<file path="src/rtl/lc3b_microsequencer_pkg.sv">
// LC-3b control-unit package: microstate codes, control-word field layout
// and the microcode control store.
package lc3b_ctrl_pkg;

    localparam int unsigned STATE_W     = 6;
    localparam int unsigned CW_W        = 26;
    localparam int unsigned RESET_STATE = 18;

    typedef enum logic [1:0] {
        COND_NONE  = 2'b00,
        COND_MEM_R = 2'b01,
        COND_BEN   = 2'b10,
        COND_IR11  = 2'b11
    } cond_e;

    typedef struct packed {
        logic [CW_W-1:0]    cw;
        logic               ird;
        cond_e              cond;
        logic [STATE_W-1:0] j;
    } uinst_t;

    localparam logic [STATE_W-1:0] S_BR        = 6'd0;
    localparam logic [STATE_W-1:0] S_ADD       = 6'd1;
    localparam logic [STATE_W-1:0] S_LDB       = 6'd2;
    localparam logic [STATE_W-1:0] S_STB       = 6'd3;
    localparam logic [STATE_W-1:0] S_JSR       = 6'd4;
    localparam logic [STATE_W-1:0] S_AND       = 6'd5;
    localparam logic [STATE_W-1:0] S_LDW       = 6'd6;
    localparam logic [STATE_W-1:0] S_STW       = 6'd7;
    localparam logic [STATE_W-1:0] S_XOR       = 6'd9;
    localparam logic [STATE_W-1:0] S_JMP       = 6'd12;
    localparam logic [STATE_W-1:0] S_SHF       = 6'd13;
    localparam logic [STATE_W-1:0] S_LEA       = 6'd14;
    localparam logic [STATE_W-1:0] S_TRAP      = 6'd15;
    localparam logic [STATE_W-1:0] S_STW_MEM   = 6'd16;
    localparam logic [STATE_W-1:0] S_STB_MEM   = 6'd17;
    localparam logic [STATE_W-1:0] S_FETCH0    = 6'd18;
    localparam logic [STATE_W-1:0] S_STB_DONE  = 6'd19;
    localparam logic [STATE_W-1:0] S_JSRR      = 6'd20;
    localparam logic [STATE_W-1:0] S_JSR_OFF   = 6'd21;
    localparam logic [STATE_W-1:0] S_BR_TAKEN  = 6'd22;
    localparam logic [STATE_W-1:0] S_STW_MDR   = 6'd23;
    localparam logic [STATE_W-1:0] S_STB_MDR   = 6'd24;
    localparam logic [STATE_W-1:0] S_LDW_MEM   = 6'd25;
    localparam logic [STATE_W-1:0] S_LDW_WB    = 6'd27;
    localparam logic [STATE_W-1:0] S_TRAP_MEM  = 6'd28;
    localparam logic [STATE_W-1:0] S_LDB_MEM   = 6'd29;
    localparam logic [STATE_W-1:0] S_TRAP_PC   = 6'd30;
    localparam logic [STATE_W-1:0] S_LDB_WB    = 6'd31;
    localparam logic [STATE_W-1:0] S_DECODE    = 6'd32;
    localparam logic [STATE_W-1:0] S_FETCH1    = 6'd33;
    localparam logic [STATE_W-1:0] S_FETCH2    = 6'd35;

    // Control-word bit positions (multi-bit fields give their LSB)
    localparam int unsigned B_LD_MAR      = 25;
    localparam int unsigned B_LD_MDR      = 24;
    localparam int unsigned B_LD_IR       = 23;
    localparam int unsigned B_LD_BEN      = 22;
    localparam int unsigned B_LD_REG      = 21;
    localparam int unsigned B_LD_CC       = 20;
    localparam int unsigned B_LD_PC       = 19;
    localparam int unsigned B_GATE_PC     = 18;
    localparam int unsigned B_GATE_MDR    = 17;
    localparam int unsigned B_GATE_ALU    = 16;
    localparam int unsigned B_GATE_MARMUX = 15;
    localparam int unsigned B_GATE_SHF    = 14;
    localparam int unsigned B_PCMUX       = 12;
    localparam int unsigned B_DRMUX       = 11;
    localparam int unsigned B_SR1MUX      = 10;
    localparam int unsigned B_ADDR1MUX    = 9;
    localparam int unsigned B_ADDR2MUX    = 7;
    localparam int unsigned B_MARMUX      = 6;
    localparam int unsigned B_ALUK        = 4;
    localparam int unsigned B_MIO_EN      = 3;
    localparam int unsigned B_R_W         = 2;
    localparam int unsigned B_DATA_SIZE   = 1;
    localparam int unsigned B_LSHF1       = 0;

    localparam logic [CW_W-1:0] LD_MAR       = CW_W'(1) << B_LD_MAR;
    localparam logic [CW_W-1:0] LD_MDR       = CW_W'(1) << B_LD_MDR;
    localparam logic [CW_W-1:0] LD_IR        = CW_W'(1) << B_LD_IR;
    localparam logic [CW_W-1:0] LD_BEN       = CW_W'(1) << B_LD_BEN;
    localparam logic [CW_W-1:0] LD_REG       = CW_W'(1) << B_LD_REG;
    localparam logic [CW_W-1:0] LD_CC        = CW_W'(1) << B_LD_CC;
    localparam logic [CW_W-1:0] LD_PC        = CW_W'(1) << B_LD_PC;
    localparam logic [CW_W-1:0] GATE_PC      = CW_W'(1) << B_GATE_PC;
    localparam logic [CW_W-1:0] GATE_MDR     = CW_W'(1) << B_GATE_MDR;
    localparam logic [CW_W-1:0] GATE_ALU     = CW_W'(1) << B_GATE_ALU;
    localparam logic [CW_W-1:0] GATE_MARMUX  = CW_W'(1) << B_GATE_MARMUX;
    localparam logic [CW_W-1:0] GATE_SHF     = CW_W'(1) << B_GATE_SHF;
    localparam logic [CW_W-1:0] PCMUX_BUS    = CW_W'(1) << B_PCMUX;
    localparam logic [CW_W-1:0] PCMUX_ADDER  = CW_W'(2) << B_PCMUX;
    localparam logic [CW_W-1:0] DRMUX_R7     = CW_W'(1) << B_DRMUX;
    localparam logic [CW_W-1:0] SR1MUX_86    = CW_W'(1) << B_SR1MUX;
    localparam logic [CW_W-1:0] ADDR1_SR1    = CW_W'(1) << B_ADDR1MUX;
    localparam logic [CW_W-1:0] ADDR2_OFF6   = CW_W'(1) << B_ADDR2MUX;
    localparam logic [CW_W-1:0] ADDR2_OFF9   = CW_W'(2) << B_ADDR2MUX;
    localparam logic [CW_W-1:0] ADDR2_OFF11  = CW_W'(3) << B_ADDR2MUX;
    localparam logic [CW_W-1:0] MARMUX_ADDER = CW_W'(1) << B_MARMUX;
    localparam logic [CW_W-1:0] ALUK_AND     = CW_W'(1) << B_ALUK;
    localparam logic [CW_W-1:0] ALUK_XOR     = CW_W'(2) << B_ALUK;
    localparam logic [CW_W-1:0] ALUK_PASSA   = CW_W'(3) << B_ALUK;
    localparam logic [CW_W-1:0] MIO_EN       = CW_W'(1) << B_MIO_EN;
    localparam logic [CW_W-1:0] R_W_WRITE    = CW_W'(1) << B_R_W;
    localparam logic [CW_W-1:0] DATA_WORD    = CW_W'(1) << B_DATA_SIZE;
    localparam logic [CW_W-1:0] LSHF1        = CW_W'(1) << B_LSHF1;

    // Shared words: ALU ops, base+offset6 address, memory write-back
    localparam logic [CW_W-1:0] CW_ALU_OP  = LD_REG | LD_CC | GATE_ALU | SR1MUX_86;
    localparam logic [CW_W-1:0] CW_EA_B6   = LD_MAR | GATE_MARMUX | MARMUX_ADDER |
                                             ADDR1_SR1 | ADDR2_OFF6 | SR1MUX_86;
    localparam logic [CW_W-1:0] CW_MEM_WB  = LD_REG | LD_CC | GATE_MDR;
    localparam logic [CW_W-1:0] CW_PC_BASE = LD_PC | PCMUX_ADDER | ADDR1_SR1 | SR1MUX_86;
    localparam logic [CW_W-1:0] CW_ST_MDR  = LD_MDR | GATE_ALU | ALUK_PASSA;

    function automatic uinst_t mk(input logic [CW_W-1:0] cw, input cond_e cond,
                                  input logic [STATE_W-1:0] j);
        uinst_t u;
        u.cw   = cw;
        u.ird  = 1'b0;
        u.cond = cond;
        u.j    = j;
        return u;
    endfunction

    // Control store; memory-wait states loop on J and exit to J|2 when R=1
    function automatic uinst_t ucode_rom(input logic [STATE_W-1:0] s);
        uinst_t u;
        u = mk('0, COND_NONE, S_FETCH0);
        case (s)
            S_FETCH0:   u = mk(LD_MAR | LD_PC | GATE_PC, COND_NONE, S_FETCH1);
            S_FETCH1:   u = mk(LD_MDR | MIO_EN | DATA_WORD, COND_MEM_R, S_FETCH1);
            S_FETCH2:   u = mk(LD_IR | GATE_MDR, COND_NONE, S_DECODE);
            S_DECODE: begin
                u     = mk(LD_BEN, COND_NONE, S_FETCH0);
                u.ird = 1'b1;
            end
            S_BR:       u = mk('0, COND_BEN, S_FETCH0);
            S_BR_TAKEN: u = mk(LD_PC | PCMUX_ADDER | ADDR2_OFF9 | LSHF1, COND_NONE, S_FETCH0);
            S_ADD:      u = mk(CW_ALU_OP, COND_NONE, S_FETCH0);
            S_AND:      u = mk(CW_ALU_OP | ALUK_AND, COND_NONE, S_FETCH0);
            S_XOR:      u = mk(CW_ALU_OP | ALUK_XOR, COND_NONE, S_FETCH0);
            S_SHF:      u = mk(LD_REG | LD_CC | GATE_SHF | SR1MUX_86, COND_NONE, S_FETCH0);
            S_LEA:      u = mk(LD_REG | GATE_MARMUX | MARMUX_ADDER | ADDR2_OFF9 | LSHF1,
                               COND_NONE, S_FETCH0);
            S_JMP:      u = mk(CW_PC_BASE, COND_NONE, S_FETCH0);
            S_JSR:      u = mk(LD_REG | GATE_PC | DRMUX_R7, COND_IR11, S_JSRR);
            S_JSRR:     u = mk(CW_PC_BASE, COND_NONE, S_FETCH0);
            S_JSR_OFF:  u = mk(LD_PC | PCMUX_ADDER | ADDR2_OFF11 | LSHF1, COND_NONE, S_FETCH0);
            S_LDB:      u = mk(CW_EA_B6, COND_NONE, S_LDB_MEM);
            S_LDB_MEM:  u = mk(LD_MDR | MIO_EN, COND_MEM_R, S_LDB_MEM);
            S_LDB_WB:   u = mk(CW_MEM_WB, COND_NONE, S_FETCH0);
            S_LDW:      u = mk(CW_EA_B6 | LSHF1, COND_NONE, S_LDW_MEM);
            S_LDW_MEM:  u = mk(LD_MDR | MIO_EN | DATA_WORD, COND_MEM_R, S_LDW_MEM);
            S_LDW_WB:   u = mk(CW_MEM_WB, COND_NONE, S_FETCH0);
            S_STB:      u = mk(CW_EA_B6, COND_NONE, S_STB_MDR);
            S_STB_MDR:  u = mk(CW_ST_MDR, COND_NONE, S_STB_MEM);
            S_STB_MEM:  u = mk(MIO_EN | R_W_WRITE, COND_MEM_R, S_STB_MEM);
            S_STB_DONE: u = mk('0, COND_NONE, S_FETCH0);
            S_STW:      u = mk(CW_EA_B6 | LSHF1, COND_NONE, S_STW_MDR);
            S_STW_MDR:  u = mk(CW_ST_MDR, COND_NONE, S_STW_MEM);
            S_STW_MEM:  u = mk(MIO_EN | R_W_WRITE | DATA_WORD, COND_MEM_R, S_STW_MEM);
            S_TRAP:     u = mk(LD_MAR | GATE_MARMUX, COND_NONE, S_TRAP_MEM);
            S_TRAP_MEM: u = mk(LD_MDR | MIO_EN | DATA_WORD | LD_REG | GATE_PC | DRMUX_R7,
                               COND_MEM_R, S_TRAP_MEM);
            S_TRAP_PC:  u = mk(LD_PC | GATE_MDR | PCMUX_BUS, COND_NONE, S_FETCH0);
            default: ;
        endcase
        return u;
    endfunction

endpackage

</file>
<file path="src/rtl/lc3b_microsequencer_if.sv">
// Sequencer <-> datapath bundle: feedback from the datapath, control word back.
interface lc3b_microsequencer_if;
    import lc3b_ctrl_pkg::*;

    logic [15:0]        ir;
    logic               r;
    logic               n;
    logic               z;
    logic               p;
    logic [CW_W-1:0]    control_signals;
    logic [STATE_W-1:0] state;
    logic               ben;

    modport master (input ir, r, n, z, p, output control_signals, state, ben);
    modport slave  (output ir, r, n, z, p, input control_signals, state, ben);
endinterface

</file>
<file path="src/rtl/lc3b_microsequencer_next_state.sv">
// Combinational next-microstate selection and BEN input for the LC-3b sequencer.
module lc3b_next_state
    import lc3b_ctrl_pkg::*;
(
    input  logic               ird_i,
    input  cond_e              cond_i,
    input  logic [STATE_W-1:0] j_i,
    input  logic               ld_ben_i,
    input  logic [6:0]         ir_hi_i,   // ir[15:9]
    input  logic               r_i,
    input  logic               n_i,
    input  logic               z_i,
    input  logic               p_i,
    input  logic               ben_i,
    output logic [STATE_W-1:0] next_state_c_o,
    output logic               ben_next_c_o
);

    always_comb begin
        next_state_c_o = j_i;
        if (ird_i) begin
            next_state_c_o = STATE_W'({2'b00, ir_hi_i[6:3]});
        end else begin
            case (cond_i)
                COND_MEM_R: next_state_c_o[1] = j_i[1] | r_i;
                COND_BEN:   next_state_c_o[2] = j_i[2] | ben_i;
                COND_IR11:  next_state_c_o[0] = j_i[0] | ir_hi_i[2];
                default: ;
            endcase
        end
    end

    always_comb begin
        ben_next_c_o = ben_i;
        if (ld_ben_i) begin
            ben_next_c_o = (ir_hi_i[2] & n_i) | (ir_hi_i[1] & z_i) | (ir_hi_i[0] & p_i);
        end
    end

endmodule

</file>
<file path="src/rtl/lc3b_microsequencer.sv">
// LC-3b microsequencer: microstate and BEN registers plus control-store lookup.
module lc3b_microsequencer
    import lc3b_ctrl_pkg::*;
(
    input  logic                   clk,
    input  logic                   reset,
    lc3b_microsequencer_if.master  bus
);

    logic [STATE_W-1:0] state_q, state_d;
    logic               ben_q, ben_d;
    uinst_t             uinst_c;

    always_comb begin
        uinst_c = ucode_rom(state_q);
    end

    lc3b_next_state u_next_state (
        .ird_i          (uinst_c.ird),
        .cond_i         (uinst_c.cond),
        .j_i            (uinst_c.j),
        .ld_ben_i       (uinst_c.cw[B_LD_BEN]),
        .ir_hi_i        (bus.ir[15:9]),
        .r_i            (bus.r),
        .n_i            (bus.n),
        .z_i            (bus.z),
        .p_i            (bus.p),
        .ben_i          (ben_q),
        .next_state_c_o (state_d),
        .ben_next_c_o   (ben_d)
    );

    always_ff @(posedge clk or negedge reset) begin
        if (!reset) begin
            state_q <= STATE_W'(RESET_STATE);
            ben_q   <= 1'b0;
        end else begin
            state_q <= state_d;
            ben_q   <= ben_d;
        end
    end

    // Moore output: the control word is decoded straight from the state register
    assign bus.control_signals = uinst_c.cw;
    assign bus.state           = state_q;
    assign bus.ben             = ben_q;

endmodule

</file>
<file path="src/flat_wrapper.sv">
// flat-port wrapper written by rule: the top's interface ports become plain ports
module lc3b_microsequencer_flat import lc3b_ctrl_pkg::*;
  (clk, reset, bus_ir, bus_r, bus_n, bus_z, bus_p, bus_control_signals, bus_state, bus_ben);
  lc3b_microsequencer_if bus_i ();
  input  logic clk;
  input  logic reset;
  input wire logic [$bits(bus_i.ir)-1:0] bus_ir;
  input wire logic [$bits(bus_i.r)-1:0] bus_r;
  input wire logic [$bits(bus_i.n)-1:0] bus_n;
  input wire logic [$bits(bus_i.z)-1:0] bus_z;
  input wire logic [$bits(bus_i.p)-1:0] bus_p;
  output wire logic [$bits(bus_i.control_signals)-1:0] bus_control_signals;
  output wire logic [$bits(bus_i.state)-1:0] bus_state;
  output wire logic [$bits(bus_i.ben)-1:0] bus_ben;
  assign bus_i.ir = bus_ir;
  assign bus_i.r = bus_r;
  assign bus_i.n = bus_n;
  assign bus_i.z = bus_z;
  assign bus_i.p = bus_p;
  assign bus_control_signals = bus_i.control_signals;
  assign bus_state = bus_i.state;
  assign bus_ben = bus_i.ben;
  lc3b_microsequencer u_core (.clk(clk), .reset(reset), .bus(bus_i));
endmodule
</file>
<file path="config.mk">
export PLATFORM = sky130hd
export DESIGN_NAME = lc3b_microsequencer_flat
export DESIGN_NICKNAME = d
export VERILOG_FILES = /design/src/rtl/lc3b_microsequencer_pkg.sv /design/src/rtl/lc3b_microsequencer_if.sv /design/src/rtl/lc3b_microsequencer_next_state.sv /design/src/rtl/lc3b_microsequencer.sv /design/src/flat_wrapper.sv
export SDC_FILE = /design/constraint.sdc
export NUM_CORES = 1
export LEC_CHECK = 0
export CORE_MARGIN = 2
export CORE_UTILIZATION = 43
export CTS_CLUSTER_DIAMETER = 30
export DETAILED_ROUTE_END_ITERATION = 16
export PLACE_DENSITY = 0.86
export RECOVER_POWER = 100
export SLEW_MARGIN = 40
export SYNTH_ARGS = -nofsm -noshare
export SYNTH_HDL_FRONTEND = slang
export SYNTH_SLANG_ARGS = --single-unit
</file>
<file path="constraint.sdc">
create_clock -name clk -period 2.8 [get_ports clk]
set_clock_uncertainty 0.15 [all_clocks]
set_input_delay 0.56 -clock clk [delete_from_list [all_inputs] [get_ports clk]]
set_output_delay 0.56 -clock clk [all_outputs]
set_load 0.01 [all_outputs]
</file>
==> results of run 1 <==
## per-layer routing
metal | routed length (um) | GRT usage [%] | vias to the layer above
met3 | 393 | 2.222 | 4
met4 | 39 | 9.583 | 0
met1 | 1548 | 36.41 | 737
met5 | 0 | 0 | -
li1 | - | - | 746
met2 | 2117 | 49.39 | 102
## placed cells by master (no fill, tap or decap), types with 2 or more instances in the layout
master / count
sky130_fd_sc_hd__nand2b_1: 6
sky130_fd_sc_hd__dfstp_2: 2
sky130_fd_sc_hd__and3_1: 4
sky130_fd_sc_hd__clkbuf_4: 3
sky130_fd_sc_hd__or4_1: 3
sky130_fd_sc_hd__nor2b_1: 6
sky130_fd_sc_hd__a32oi_1: 4
sky130_fd_sc_hd__dlygate4sd3_1: 9
sky130_fd_sc_hd__nor2b_4: 2
sky130_fd_sc_hd__o22a_1: 2
sky130_fd_sc_hd__nand2_1: 23
sky130_fd_sc_hd__a31oi_1: 2
sky130_fd_sc_hd__clkbuf_1: 6
sky130_fd_sc_hd__dfrtp_1: 4
sky130_fd_sc_hd__nor2_1: 18
sky130_fd_sc_hd__nand3b_1: 2
sky130_fd_sc_hd__dlymetal6s2s_1: 2
sky130_fd_sc_hd__dlygate4sd2_1: 4
sky130_fd_sc_hd__o211ai_1: 2
sky130_fd_sc_hd__or3_1: 3
sky130_fd_sc_hd__nor3b_1: 3
sky130_fd_sc_hd__nand3_1: 6
sky130_fd_sc_hd__clkdlybuf4s50_1: 25
sky130_fd_sc_hd__a21oi_1: 21
sky130_fd_sc_hd__nor3_1: 8
sky130_fd_sc_hd__o21ai_0: 6
sky130_fd_sc_hd__buf_4: 24
sky130_fd_sc_hd__o21ai_1: 8
sky130_fd_sc_hd__nor2_2: 4
## synthesized netlist by cell type, drive strengths merged, types with 3 or more instances
cell type / number / area, um2
nand2: 23 / 86.33
and3: 4 / 25.02
o21ai: 14 / 70.07
or3: 3 / 18.77
nor2b: 8 / 50.05
nand2b: 6 / 37.54
dfrtp: 5 / 125.1
a32oi: 4 / 35.03
a21oi: 21 / 105.1
nand3: 6 / 30.03
or4: 3 / 22.52
nor3: 8 / 45.04
nor3b: 3 / 22.52
clkbuf: 3 / 11.26
nor2: 22 / 82.58
buf: 13 / 68.81
## how the worst max path moves through the flow
| stage | start | to | cells after the start |
|---|---|---|---|
| after floorplan | u_core.bus.state[1] | bus_control_signals[21] | 6 |
| after global placement | u_core.bus.state[4] | bus_control_signals[1] | 4 |
| after detailed placement | u_core.bus.state[4] | bus_control_signals[1] | 4 |
| after CTS | u_core.bus.state[4] | bus_control_signals[16] | 6 |
| after global routing | u_core.bus.state[4] | bus_control_signals[0] | 6 |
| final | u_core.bus.state[4] | bus_control_signals[15] | 5 |
## stage by stage
step | total power, uW | TNS, ns | cells | area, um2
2_1_floorplan | 1115 | 0 | 173 | 1075
3_3_place_gp | 1758 | 0 | 253 | 1640
3_5_place_dp | 1801 | 0 | 253 | 1640
4_1_cts | 1908 | -0.2437 | 261 | 1693
5_1_grt | 2120 | -0.001988 | 264 | 1720
6_report | 1967 | 0 | 264 | 1720
## what timing repair did
item	4_1_cts	5_1_grt
setup buffers	4	3
pin swaps	0	0
resized for setup	6	19
setup endpoints to repair	12	14
## power groups by stage
stage	logic, uW	registers [uW]	clock network, uW
6_report	1640	245	85.7
4_1_cts	1580	237	90.0
5_1_grt	1770	250	102
3_3_place_gp	1510	246	0
3_5_place_dp	1550	250	0
2_1_floorplan	889	225	0
## flip-flops by register name (all words and copies together) (netlist names)
signal	count
u_core.bus.state	6
u_core.bus.ben	1
## worst max-delay path, stage by stage, from the launching register on
cell	delay (ns)
sky130_fd_sc_hd__dfstp_2	0.62
sky130_fd_sc_hd__buf_4	0.15
sky130_fd_sc_hd__buf_4	0.15
sky130_fd_sc_hd__nor2_1	0.08
sky130_fd_sc_hd__and3_1	0.17
sky130_fd_sc_hd__dlygate4sd3_1	0.59
## cell families after synthesis
logic type	count (synthesis)	synth area share, %
buffers and inverters	19	8.497
AOI/OAI and AO/OA	55	31.67
xor gates and xnor gates	1	0.8150
DFF	7	16.53
and+or+nand+nor	91	42.49
## cell type report
type	count	area (um2)	area share, %
Multi-Input combinational cell	147	827.0	48.07
Timing Repair Buffer	73	635.6	36.95
Sequential cell	7	178.9	10.40
Tap cell	30	37.54	2.182
Clock buffer	4	26.28	1.527
Inverter	3	15.01	0.8727
==> flow_summary.html, run 1 <==
<table>
<tr><th>Metric</th><th>Value</th></tr>
<tr><th colspan="2">Status</th></tr>
<tr><td>Outcome</td><td>complete, no violations</td></tr>
<tr><th colspan="2">Clocking</th></tr>
<tr><td># clock sinks</td><td>7</td></tr>
<tr><td>CTS tree</td><td>done</td></tr>
<tr><td>Clock transition time at the flip-flop clock pins of the worst setup and hold paths</td><td>0.05 ns</td></tr>
<tr><td>Number of buffers created by CTS</td><td>3</td></tr>
<tr><td>Buffers from clock root to sink, at most</td><td>2</td></tr>
<tr><td>Clock latency on the worst-skew pair</td><td>~0.24 ns</td></tr>
<tr><td>Clk Tree Root Cell</td><td>sky130_fd_sc_hd__clkbuf_4</td></tr>
<tr><td>Hold buffers post-CTS</td><td>0</td></tr>
<tr><td>H-tree depth reported by CTS</td><td>1</td></tr>
<tr><th colspan="2">Worst setup path</th></tr>
<tr><td>Worst r2r path cells</td><td>7</td></tr>
<tr><td>Register-to-Register Setup Slack</td><td>between 0.8 and 0.9 ns</td></tr>
<tr><td>Nature of the critical path endpoint</td><td>output pin</td></tr>
<tr><td>Crit Path Class</td><td>reg2out</td></tr>
<tr><td>CP max FO</td><td>8</td></tr>
<tr><td>Critical Path Source Type</td><td>flip-flop</td></tr>
<tr><td>CP required</td><td>2.09 ns</td></tr>
<tr><td>Launching point of the worst reg2reg path</td><td>u_core.bus.state[4]</td></tr>
<tr><td>Data arrival time at the worst-slack endpoint</td><td>between 2 and 2.5 ns</td></tr>
<tr><td>Capture instance of the worst register-to-register path</td><td>u_core.bus.state[1]</td></tr>
<tr><th colspan="2">Route</th></tr>
<tr><td>Remaining number of nets flagged by the antenna check after routing</td><td>0</td></tr>
<tr><td>Final wirelength</td><td>~4.1 mm</td></tr>
<tr><td>Detailed Routing Iterations Pass 1</td><td>5</td></tr>
<tr><td>Detailed-route vias per instance</td><td>6.019</td></tr>
<tr><td>Number of vias in the routed layout</td><td>between 1500 and 2000</td></tr>
<tr><td># DRC</td><td>0</td></tr>
<tr><td>First DRT Iteration DRCs</td><td>74</td></tr>
<tr><td>Average wire per cell in the routed design</td><td>about 16 um</td></tr>
<tr><th colspan="2">Min path</th></tr>
<tr><td>Worst hold start</td><td>u_core.bus.ben</td></tr>
<tr><td>End point of the worst hold path</td><td>u_core.bus.ben</td></tr>
<tr><td>Hold crit path type</td><td>reg2reg</td></tr>
<tr><td>Count of cells along the worst hold path</td><td>2</td></tr>
<tr><th colspan="2">Pwr</th></tr>
<tr><td>Power spent charging and discharging nets</td><td>986.8 uW</td></tr>
<tr><td>Internal power</td><td>980.1 uW</td></tr>
<tr><td>P per Cell Area</td><td>1143 nW/um2</td></tr>
<tr><td>Switching share of power</td><td>50.17%</td></tr>
<tr><td>Portion of total power attributed to combinational logic</td><td>a little over four fifths</td></tr>
<tr><td>LEAKAGE</td><td>just over 0.0007 uW</td></tr>
<tr><td>Clock Power Share</td><td>under 10%</td></tr>
<tr><td>Sequential group share of total power</td><td>12.5%</td></tr>
<tr><td>VDD IR-drop max</td><td>0.0007356 V</td></tr>
<tr><th colspan="2">Yosys</th></tr>
<tr><td>Count of flip-flops with a built-in enable after synthesis</td><td>0</td></tr>
<tr><td>Post-synthesis sequential area ratio</td><td>16.53%</td></tr>
<tr><td>Dominant synthesized flop cell</td><td>sky130_fd_sc_hd__dfrtp_1</td></tr>
<tr><td>Cell area after technology mapping</td><td>between 1000 and 1500 um2</td></tr>
<tr><td>Cell variety after synth</td><td>40</td></tr>
<tr><td>Avg Cell Area, Syn</td><td>a little over 6 um2</td></tr>
<tr><td>Total nets after synthesis</td><td>approximately 200</td></tr>
<tr><td>Number of register bits inferred by synthesis</td><td>7</td></tr>
<tr><td>Count of mapped cells out of synthesis</td><td>roughly 170</td></tr>
<tr><td>Share of synthesized flip-flops with an asynchronous set or reset</td><td>100.0%</td></tr>
<tr><td>Yosys warns</td><td>0</td></tr>
<tr><th colspan="2">Global route</th></tr>
<tr><td>Number of global-route vias before repair</td><td>~1300</td></tr>
<tr><td>Wire length of the first global-routing pass</td><td>6.078 mm</td></tr>
<tr><td>Pin count of the biggest net entering global routing</td><td>15</td></tr>
<tr><td>Tot GR Track Use</td><td>approximately 28%</td></tr>
<tr><td>Grt ovf</td><td>0</td></tr>
<tr><td>Initial antenna violation count</td><td>0</td></tr>
<tr><th colspan="2">Timing</th></tr>
<tr><td>Slew Limit Headroom</td><td>between 70% and 80%</td></tr>
<tr><td>Final number of setup-violating endpoints</td><td>0</td></tr>
<tr><td>Final setup margin</td><td>0.08468 ns</td></tr>
<tr><td>Min cycle time layout</td><td>~2.7 ns</td></tr>
<tr><td>Transition time at the pin with the least slew margin</td><td>around 0.39 ns</td></tr>
<tr><td>Minimum hold slack</td><td>roughly 0.44 ns</td></tr>
<tr><td>Share of the cycle needed by the critical path after routing</td><td>a little over nine tenths</td></tr>
<tr><td>Slew Viols, Final</td><td>0</td></tr>
<tr><td>Highest achievable clock rate</td><td>around 370 MHz</td></tr>
<tr><td>Final count of hold timing violations</td><td>0</td></tr>
<tr><th colspan="2">Die</th></tr>
<tr><td>Core region area</td><td>roughly 2400 um2</td></tr>
<tr><td>Die extent in y</td><td>approximately 54 um</td></tr>
<tr><td>Width of the die</td><td>54.00 um</td></tr>
<tr><td>Initial Utilization</td><td>~44%</td></tr>
<tr><td>Die area</td><td>just under 3000 um2</td></tr>
<tr><td>Rows</td><td>18</td></tr>
<tr><td>Boundary Pins</td><td>between 50 and 60</td></tr>
<tr><th colspan="2">Placement</th></tr>
<tr><td>Number of port buffers</td><td>45</td></tr>
<tr><td>Place WS</td><td>roughly 0.11 ns</td></tr>
<tr><td>Final weighted congestion in routability-driven placement</td><td>0.8963</td></tr>
<tr><td>Hpwl dp</td><td>3.013 mm</td></tr>
<tr><th colspan="2">Final layout</th></tr>
<tr><td>Synth-to-Final Area Change</td><td>60.07%</td></tr>
<tr><td>Final Net Count</td><td>257</td></tr>
<tr><td>Utilization of the core after routing</td><td>70.73%</td></tr>
<tr><td>Share of post-route cells with drive strength above 1</td><td>between 10% and 20%</td></tr>
<tr><td>Antenna diode count</td><td>0</td></tr>
<tr><td>Filler cell count</td><td>234</td></tr>
<tr><th colspan="2">Flow run</th></tr>
<tr><td>Count of max-cap constraint violations</td><td>0</td></tr>
</table>
No activity file was read; power rests on OpenSTA's default activity.
==> run 2, diff against run 1 <==
Settings changed: PLACE_DENSITY 0.86 to 0.9.
==> flow_summary.html, run 2 (synthesized netlist as in run 1, its figures left out) <==
<table>
<tr><th>Metric</th><th>Value</th></tr>
<tr><th colspan="2">Worst setup path</th></tr>
<tr><td>Critical Path Source Type</td><td>flip-flop</td></tr>
<tr><td>CP top delay family</td><td>buffers and inverters</td></tr>
<tr><td>Critical Path Max Stage Delay</td><td>0.59 ns (-0.03 ns)</td></tr>
<tr><td>CP max-delay cell</td><td>sky130_fd_sc_hd__dfstp_2</td></tr>
<tr><td>Data arrival time at the worst-slack endpoint</td><td>2.06 ns (+0.05 ns)</td></tr>
<tr><td>Critical path capture point</td><td>bus_control_signals[19]</td></tr>
<tr><td>Number of cells on the critical path</td><td>7 (+2)</td></tr>
<tr><td>Crit Path Class</td><td>reg2out</td></tr>
<tr><td>Nature of the critical path endpoint</td><td>output pin</td></tr>
<tr><td>Cells along the critical path</td><td>buf_4 &gt; clkinvlp_4 &gt; a21oi_1 &gt; o21ai_1 &gt; nand2_1 &gt; a21oi_1 &gt; clkdlybuf4s50_1</td></tr>
<tr><td>CP bufs+invs</td><td>3 (unchanged)</td></tr>
<tr><td>Capture instance of the worst register-to-register path</td><td>u_core.bus.state[1]</td></tr>
<tr><td>Register-to-Register Setup Slack</td><td>0.92 ns (+0.04 ns)</td></tr>
<tr><td>Worst r2r path cells</td><td>5 (-2)</td></tr>
<tr><td>Launching point of the worst reg2reg path</td><td>u_core.bus.state[3]</td></tr>
<tr><td>CP max FO</td><td>7 (-1)</td></tr>
<tr><td>CP required</td><td>2.09 ns (about the same)</td></tr>
<tr><td>Cell mode on critical path</td><td>sky130_fd_sc_hd__a21oi_1</td></tr>
<tr><td>Origin of the worst setup path</td><td>u_core.bus.state[1]</td></tr>
<tr><th colspan="2">Placement</th></tr>
<tr><td>Number of port buffers</td><td>45 (unchanged)</td></tr>
<tr><td>Place WS</td><td>0.1147 ns (+0.007804 ns)</td></tr>
<tr><td>Final weighted congestion in routability-driven placement</td><td>0.9264 (+3.4%)</td></tr>
<tr><td>Hpwl dp</td><td>2.669 mm (-11%)</td></tr>
<tr><th colspan="2">Route</th></tr>
<tr><td>First DRT Iteration DRCs</td><td>95 (+28%)</td></tr>
<tr><td>Number of vias in the routed layout</td><td>1580 (-0.57%)</td></tr>
<tr><td>Detailed Routing Iterations Pass 1</td><td>6 (+1)</td></tr>
<tr><td># DRC</td><td>0 (unchanged)</td></tr>
<tr><td>Detailed-route vias per instance</td><td>6.124 (+1.7%)</td></tr>
<tr><td>Average wire per cell in the routed design</td><td>15.74 um (+1.4%)</td></tr>
<tr><td>Final wirelength</td><td>4.062 mm (-0.88%)</td></tr>
<tr><td>Remaining number of nets flagged by the antenna check after routing</td><td>0 (unchanged)</td></tr>
<tr><th colspan="2">Timing</th></tr>
<tr><td>Transition time at the pin with the least slew margin</td><td>0.3551 ns (-0.03744 ns)</td></tr>
<tr><td>Share of the cycle needed by the critical path after routing</td><td>99.07% (+2.1 points)</td></tr>
<tr><td>Min cycle time layout</td><td>2.774 ns (+0.05873 ns)</td></tr>
<tr><td>Setup TNS after final layout</td><td>0 ns (unchanged)</td></tr>
<tr><td>Setup repair after global routing missed its margin</td><td>true</td></tr>
<tr><td>Highest achievable clock rate</td><td>360.5 MHz (-2.1%)</td></tr>
<tr><td>Slew Limit Headroom</td><td>76.25% (+2.8 points)</td></tr>
<tr><td>Final count of hold timing violations</td><td>0 (unchanged)</td></tr>
<tr><td>Slew Viols, Final</td><td>0 (unchanged)</td></tr>
<tr><td>Final setup margin</td><td>0.02596 ns (-0.05873 ns)</td></tr>
<tr><td>Final number of setup-violating endpoints</td><td>0 (unchanged)</td></tr>
<tr><th colspan="2">Final layout</th></tr>
<tr><td>Final Net Count</td><td>251 (-2.3%)</td></tr>
<tr><td>Synth-to-Final Area Change</td><td>62.86%</td></tr>
<tr><td>Sequential cell area</td><td>178.9 um2 (unchanged)</td></tr>
<tr><td>Max reg flops</td><td>6 (unchanged)</td></tr>
<tr><td>Share of post-route cells with drive strength above 1</td><td>17.54% (+0.022 points)</td></tr>
<tr><td>Leading cell types in the layout, fill and taps excluded</td><td>sky130_fd_sc_hd__clkdlybuf4s50_1, sky130_fd_sc_hd__nand2_1, sky130_fd_sc_hd__a21oi_1</td></tr>
<tr><td>Leading cell type in the layout, fill and taps excluded</td><td>sky130_fd_sc_hd__clkdlybuf4s50_1</td></tr>
<tr><td>Filler cell count</td><td>190 (-19%)</td></tr>
<tr><td>Area occupied by multi-input gates</td><td>845.8 um2 (+2.3%)</td></tr>
<tr><td>Antenna diode count</td><td>0 (unchanged)</td></tr>
<tr><th colspan="2">Die</th></tr>
<tr><td>Rows</td><td>18 (unchanged)</td></tr>
<tr><td>Initial Utilization</td><td>44.19% (unchanged)</td></tr>
<tr><td>Width of the die</td><td>54.00 um (unchanged)</td></tr>
<tr><td>Die extent in y</td><td>54.00 um (unchanged)</td></tr>
<tr><td>Core region area</td><td>2432 um2 (unchanged)</td></tr>
<tr><td>Die area</td><td>2915 um2 (unchanged)</td></tr>
<tr><td>Boundary Pins</td><td>55 (unchanged)</td></tr>
<tr><th colspan="2">Clocking</th></tr>
<tr><td>Hold buffers post-CTS</td><td>0 (unchanged)</td></tr>
<tr><td>Number of buffers created by CTS</td><td>3 (unchanged)</td></tr>
<tr><td>Clock latency on the worst-skew pair</td><td>0.27 ns (+0.03 ns)</td></tr>
<tr><td>Buffers from clock root to sink, at most</td><td>2 (unchanged)</td></tr>
<tr><td>H-tree depth reported by CTS</td><td>1 (unchanged)</td></tr>
<tr><td>Clk Tree Root Cell</td><td>sky130_fd_sc_hd__clkbuf_4</td></tr>
<tr><td>CTS tree</td><td>done</td></tr>
<tr><td>Clock transition time at the flip-flop clock pins of the worst setup and hold paths</td><td>0.05 ns (about the same)</td></tr>
<tr><td># clock sinks</td><td>7 (unchanged)</td></tr>
<tr><th colspan="2">Global route</th></tr>
<tr><td>Initial antenna violation count</td><td>0 (unchanged)</td></tr>
<tr><td>Wire length of the first global-routing pass</td><td>6.251 mm (+2.8%)</td></tr>
<tr><td>Pin count of the biggest net entering global routing</td><td>26 (+11)</td></tr>
<tr><td>Grt ovf</td><td>0 (unchanged)</td></tr>
<tr><td>Tot GR Track Use</td><td>28.80% (+0.52 points)</td></tr>
<tr><td>Number of global-route vias before repair</td><td>1336 (-0.30%)</td></tr>
<tr><th colspan="2">Pwr</th></tr>
<tr><td>P per Cell Area</td><td>1149 nW/um2 (+0.47%)</td></tr>
<tr><td>LEAKAGE</td><td>0.0007298 uW (+0.54%)</td></tr>
<tr><td>VDD IR-drop max</td><td>0.001043 V (+42%)</td></tr>
<tr><th colspan="2">Status</th></tr>
<tr><td>Outcome</td><td>complete, no violations</td></tr>
<tr><th colspan="2">Flow run</th></tr>
<tr><td>Count of max-cap constraint violations</td><td>0 (unchanged)</td></tr>
<tr><th colspan="2">Min path</th></tr>
<tr><td>Hold crit path type</td><td>reg2reg</td></tr>
</table>
==> run 2: cell count changes in the layout (fill, tap and decap cells not counted), sizes merged <==
cell,delta
clkdlybuf4s50,+9
dlygate4sd3,-8
dlygate4sd2,+4
clkdlybuf4s15,-1
clkbuf,-6
buf,-3
clkdlybuf4s25,-1
==> run 2: layer usage <==
metal / GRT usage [%] / part of all wire, % / routed length [um] / vias up
met4: 11.67 / 2.9 / 116 / 0
met2: 46.34 / 48 / 1969 / 123
li1: - / - / - / 735
met3: 2.500 / 12 / 472 / 13
met5: 0 / 0 / 0 / -
met1: 39.43 / 37 / 1504 / 709
==> run 2: worst reg2reg max path, cell delays in order, from the launching register on <==
cell and delay [ns]:
sky130_fd_sc_hd__dfrtp_2 0.43, sky130_fd_sc_hd__buf_4 0.17, sky130_fd_sc_hd__buf_4 0.15, sky130_fd_sc_hd__or4_1 0.53, sky130_fd_sc_hd__a32oi_1 0.23, sky130_fd_sc_hd__a32oi_1 0.13
==> run 2: final cells by class <==
type                            count  share of cell area (%)
Clock buffer                        4                   1.501
Inverter                            3                  0.8578
Multi-Input combinational cell    147                   48.32
Sequential cell                     7                   10.22
Tap cell                           30                   2.144
Timing Repair Buffer               67                   36.95
==> run 2: how the worst min path moves through the flow <==
stage                   start             endpoint  slack [ns]  cells after the start
3_5_place_dp   u_core.bus.ben       u_core.bus.ben        0.42                      2
4_1_cts                 reset  u_core.bus.state[2]        0.43                      1
5_1_grt        u_core.bus.ben       u_core.bus.ben        0.48                      2
3_3_place_gp   u_core.bus.ben       u_core.bus.ben        0.39                      2
6_report       u_core.bus.ben       u_core.bus.ben        0.44                      2
2_1_floorplan           reset       u_core.bus.ben        0.11                      0
==> run 2: where the power goes <==
part	internal [uW]	switching [uW]
clock network	54.7	42.1
logic	792	894
registers	158	70.0
total	1000	1010
==> run 2: timing repair <==
item / CTS / global route
resized for setup: 16 / 12
setup endpoints to repair: 14 / 9
buffers inserted: 2 / 1
==> run 2: per-stage QoR <==
step	cell area (um2)	instances	utilization, %	hold WS [ns]	total power [uW]
after global routing	1750	258	71.97	0.4827	2160
after global placement	1650	251	67.85	0.3942	1758
after detailed placement	1650	251	67.85	0.4185	1779
final	1750	258	71.97	0.4381	2011
after floorplan	1075	173	-	0.1144	1115
after CTS	1704	257	70.06	0.4313	1896
